===== config.mk =====
export PLATFORM = sky130hd
export DESIGN_NAME = alu_result_buffer
export DESIGN_NICKNAME = d
export VERILOG_FILES = /design/src/rtl/alu_result_buffer.sv
export SDC_FILE = /design/constraint.sdc
export NUM_CORES = 1
export LEC_CHECK = 0
export CAP_MARGIN = 20
export CORE_ASPECT_RATIO = 0.8
export CORE_MARGIN = 2
export CORE_UTILIZATION = 58
export DETAILED_ROUTE_END_ITERATION = 7
export PLACE_DENSITY = 0.84
export SLEW_MARGIN = 30
export SYNTH_ARGS = -nofsm -noshare
export SYNTH_HDL_FRONTEND = slang
export SYNTH_SLANG_ARGS = --single-unit
export TNS_END_PERCENT = 100

===== constraint.sdc =====
create_clock -name clk -period 6.23 [get_ports clk]
set_clock_uncertainty 0.2 [all_clocks]
set_input_delay 1.5575 -clock clk [delete_from_list [all_inputs] [get_ports clk]]
set_output_delay 1.5575 -clock clk [all_outputs]
set_load 0.02 [all_outputs]

===== src/rtl/alu_result_buffer.sv =====
// rtl/alu_result_buffer.sv - ALU result capture FIFO with status flags and drop counter
module alu_result_buffer #(
    parameter int DEPTH = 4,
    parameter int CW    = 3
) (
    input  logic          clk,
    input  logic          rst,
    input  logic          in_valid,
    output logic          in_ready,
    input  logic [7:0]    res,
    input  logic          carry,
    input  logic [3:0]    ALU_Sel,
    output logic          out_valid,
    input  logic          out_ready,
    output logic [7:0]    out_res,
    output logic          out_carry,
    output logic          out_zero,
    output logic          out_neg,
    output logic [3:0]    out_op,
    output logic          out_op_err,
    output logic [CW-1:0] count,
    output logic [7:0]    drop_cnt
);

    localparam int AW = $clog2(DEPTH);

    typedef struct packed {
        logic [7:0] res;
        logic [3:0] op;
        logic       carry_f;
        logic       zero_f;
        logic       neg_f;
        logic       op_err;
    } entry_t;

    entry_t        mem [DEPTH];
    entry_t        in_entry;
    entry_t        head;
    logic [AW-1:0] wr_ptr;
    logic [AW-1:0] rd_ptr;
    logic          push;
    logic          pop;

    // Handshake status comes only from registered occupancy, so a pop never frees a slot in the same cycle
    always_comb begin
        in_ready  = (count != CW'(DEPTH));
        out_valid = (count != '0);
        push      = in_valid && in_ready;
        pop       = out_valid && out_ready;
    end

    // Flags are frozen at capture time; carry is only meaningful for the add opcode
    always_comb begin
        in_entry.res     = res;
        in_entry.op      = ALU_Sel;
        in_entry.carry_f = (ALU_Sel == 4'b0000) ? carry : 1'b0;
        in_entry.zero_f  = (res == 8'h00);
        in_entry.neg_f   = res[7];
        in_entry.op_err  = (ALU_Sel >= 4'b1010);
    end

    // Storage array, deliberately left out of reset
    always_ff @(posedge clk) begin
        if (push) begin
            mem[wr_ptr] <= in_entry;
        end
    end

    // Pointers, occupancy and the saturating drop counter
    always_ff @(posedge clk) begin
        if (rst) begin
            wr_ptr   <= '0;
            rd_ptr   <= '0;
            count    <= '0;
            drop_cnt <= 8'h00;
        end else begin
            if (push) begin
                wr_ptr <= wr_ptr + 1'b1;
            end
            if (pop) begin
                rd_ptr <= rd_ptr + 1'b1;
            end
            case ({push, pop})
                2'b10:   count <= count + 1'b1;
                2'b01:   count <= count - 1'b1;
                default: count <= count;
            endcase
            if (in_valid && !in_ready && (drop_cnt != 8'hFF)) begin
                drop_cnt <= drop_cnt + 1'b1;
            end
        end
    end

    // First-word fall-through view of the head, zeroed while empty
    always_comb begin
        head       = mem[rd_ptr];
        out_res    = out_valid ? head.res     : 8'h00;
        out_op     = out_valid ? head.op      : 4'h0;
        out_carry  = out_valid ? head.carry_f : 1'b0;
        out_zero   = out_valid ? head.zero_f  : 1'b0;
        out_neg    = out_valid ? head.neg_f   : 1'b0;
        out_op_err = out_valid ? head.op_err  : 1'b0;
    end

    // Handshake inputs must never be unknown outside reset
    a_in_valid_known: assert property (@(posedge clk) disable iff (rst) !$isunknown(in_valid));
    a_out_ready_known: assert property (@(posedge clk) disable iff (rst) !$isunknown(out_ready));

endmodule


# Word level (Yosys, flattened, before mapping)
# Memory sizes are Yosys's and may differ from the RTL's. A register that Yosys moved wholly into a read port is not among the register bits.
# Cells that the tools add are included.
# op_classes
addsub	5
multipliers	0
div_mod_pow	0
n_lt_le_gt_ge	1
eq_ne	4
shifts	0
muxes	12
bitwise	0
reduce_logical	9
# ops
op	n
$add A8 B1 Y8 const B	1
$logic_not A8 Y1	1
$mux W8	1
$ne A8 B8 Y1 const B	1
$mux W1	7
$pmux W3 S2	1
$add A2 B1 Y2 const B	2
$ge A4 B4 Y1 const B	1
$logic_and A1 B1 Y1	4
$logic_not A4 Y1	1
$mux W2	2
$mux W4	1
$add A3 B1 Y3 const B	1
$ne A3 B3 Y1 const B	1
$reduce_bool A3 Y1	1
$sub A3 B1 Y3 const B	1
$eq A2 B1 Y1 const B	1
$eq A2 B2 Y1 const B	1
$reduce_bool A2 Y1	1
$logic_not A1 Y1	1
# word_totals
ff_bits	15
latch_bits	0
mem_bits_rw	64
rom_bits	0
output_inout_bits	29
word_cells	36
mem_count	1
# memory_table
name	words	word_bits	read_ports	rd_ports_with_merged_regs	wr	line	rtl
mem	4	16	1	1	1	36	entry_t mem [DEPTH];

# Depth between registers and ports, before layout
# logic_depth
depth_word	4
depth_mapped	10
depth_no_buf	8

# Worst setup path before layout
# No wires, ideal clock.
# synth_timing
kind	reg2out
start	reg with a tool-made name
end	out out_op[1]
arrival_time_ns	1.434
slack_ns	3.039
path_stages_with_launch	5
cell_sequence	dfxtp_1 -> buf_2 -> buf_4 -> mux4_2 -> and2b_1
# synth_rtl
element	line	rtl
end: declaration	19	output logic [3:0] out_op,

==> results.cfg <==
[setup_path]
worstSetupEndpointType = output port
crit_arrival_ns = 2.29
path_max_fanout = 15
r2r_slack_ns = 3.60
start_kind = flop
crit_required_ns = 4.47
critPathKind = reg -> out

[placed_design]
port_buffers = 45
routabilityCongestion = 0.8058
placed_cell_area_um2 = 3760
dpl.hpwl_um = 3855

[route]
routed_wl_um = 5791
drtIter0Drc = 162
drt_first_pass_iters = 4
via_per_inst = 5.579
drt-wirelength-per-cell_um = 17.29
vias = 1869
m1WireLength_um = 2475
drc_errors = 0
ant_nets = 0
met3WireLength_um = 337
top_layer = met4
dr_wl_met2_um = 2927

[synth]
synth_cell_type_count = 42
synthArstFlopShare_pct = 0
yosys_warnings = 0
synth-seq-cells = 77
syn_area_per_cell_um2 = 15.97
synth_edf_count = 60
syn_area_um2 = 3291
ys_seq_area_share_pct = 65.10
synth-main-ff-cell = edfxtp_1
syn_inst = 206
synth_nets = 230

[floorplanning]
row_count = 24
die_area_um2 = 6296
die_w_um = 88.22
fp.dieH_um = 71.37
ios = 46
core_um2 = 5465
initial_core_util_pct = 60.21

[clock_network]
clockBufferDepth = 2
cts_root_buf = clkbuf_8
worstSkewPairLatency_ns = 0.34
cts_resized = 0
clkSinkCount = 77
clk_pin_slew_worst_paths_ns = 0.08
htreeDepth = 3
cts_tree = yes
cts_setup_buffers = 0
cts_hold_buf = 0
cts_inserted_buffers = 9

[timing]
drv_slew = 0
slew_headroom_pct = 46.68
max_freq_ghz = 0.2468
tightest_slew_ns = 0.7998
fin_crit_ns = 4.052
grt_setup_unrepaired = false
final_hold_viol_count = 0
tns_ns = 0
finalCritPeriodShare_pct = 65.04
finalSetupViolCount = 0

[global_route]
track_usage_pct = 20.71
grt_pass1_wl_um = 9577
grt_overflow = 0
grt_max_degree = 21
grt_pass1_vias = 1867
antenna_found_initial = 0

[layout]
diodes = 0
syn2layout_area_growth_pct = 20.15
fin_nets = 276
drive_gt1_share_pct = 14.01
finalInstanceArea_um2 = 3954

[status]
status = completed

[pwr]
leakage_uw = 0.001327
p_total_uw = 1563
ir_drop_mv = 0.1914
power_density_nw_per_um2 = 395.4

[run]
cap_violations = 0

[worst_hold_path]
hold_class = reg -> reg
-- layout make-up --
class	count	area, µm²
Clock buffer	10	127.6
Clock inverter	6	65.06
Fill cell	363	1511
Inverter	9	33.78
Multi-Input combinational cell	109	1028
Sequential cell	77	2143
Tap cell	78	97.59
Timing Repair Buffer	46	457.9
-- worst max-delay path, stage by stage (launching register included) --
cell and delay, ns:
dfxtp_2 0.68, mux4_2 0.56, and2b_1 0.18, clkdlybuf4s50_1 0.53
-- power by group --
group	internal [µW]	total (µW)	switching [µW]
Combinational	288	537	249
Sequential	608	669	61.8
Clock	184	357	173
-- state kept, by name, summed over array words and instances (netlist names), named ones only --
signal    flops
mem          60
drop_cnt      8
count         3
wr_ptr        2
rd_ptr        2
-- synth_stat cells (all sizes together), types with 2 or more instances --
master	n	area share, %
edfxtp	60	55
dfxtp	17	10
mux4	15	10
nor2	10	1.1
and2b	9	2.1
inv	9	1.0
nor2b	8	1.5
a21oi	6	0.91
and3	6	1.1
buf	6	1.4
ha	6	2.3
clkbuf	5	1.2
nand3	4	0.61
xor2	4	1.1
a311oi	3	0.80
nand2b	3	0.57
or4	3	0.68
a211oi	2	0.46
a21o	2	0.46
a31oi	2	0.38
and2	2	0.38
and4	2	0.53
mux2	2	0.68
nand2	2	0.23
nor3	2	0.30
nor4	2	0.38
o31ai	2	0.46
-- kinds of logic (layout without fill, tap and decap cells) --
group                    count (synthesis)  in the layout  share of synthesized area [%]
XOR/XNOR                                 4              4                          1.065
AND/OR/NAND/NOR                         57             57                          11.22
flip-flops                              77             77                          65.10
multiplexers                            18             18                          11.25
buffers and inverters                   20             71                          3.650
AO/OA/AOI/OAI                           23             23                          4.829
adder cells (fa/ha/maj)                  7              7                          2.890
-- metrics by stage --
stage | hold slack (ns) | utilization (%) | cells | setup WS [ns]
floorplan | 0.2847 | - | 206 | 3.039
global placement | 0.3024 | 68.80 | 319 | 2.166
detailed placement | 0.3156 | 68.80 | 319 | 2.118
CTS | 0.3258 | 72.32 | 335 | 1.740
global route | 0.3609 | 72.34 | 335 | 2.037
finish | 0.3267 | 72.34 | 335 | 2.178
-- cells in the final DEF (no fill, tap or decap), drive strengths merged, types with 3 or more instances in the layout --
cell / count
a311oi: 3
a21oi: 6
nand2b: 3
clkinvlp: 4
mux4: 15
ha: 6
clkdlybuf4s50: 45
or4: 3
edfxtp: 60
inv: 9
dfxtp: 17
clkbuf: 10
nor2: 10
nor2b: 8
nand3: 4
xor2: 4
and2b: 9
and3: 6
-- final timing paths --
| check | depth (start not counted) | endpoint | start |
|---|---|---|---|
| setup reg to reg | 8 | count[2] | count[2] |
| hold / removal | 1 | drop_cnt[6] | drop_cnt[6] |
| setup / recovery | 3 | out_zero | flop |
| hold reg to reg | 1 | drop_cnt[6] | drop_cnt[6] |
-- per-layer routing --
layer | vias up | GRT usage [%]
met5 | - | 0
met4 | 0 | 6.061
met3 | 6 | 5.760
met2 | 60 | 33.75
met1 | 920 | 27.62
li1 | 883 | -
No activity file was read; power rests on OpenSTA's default activity.
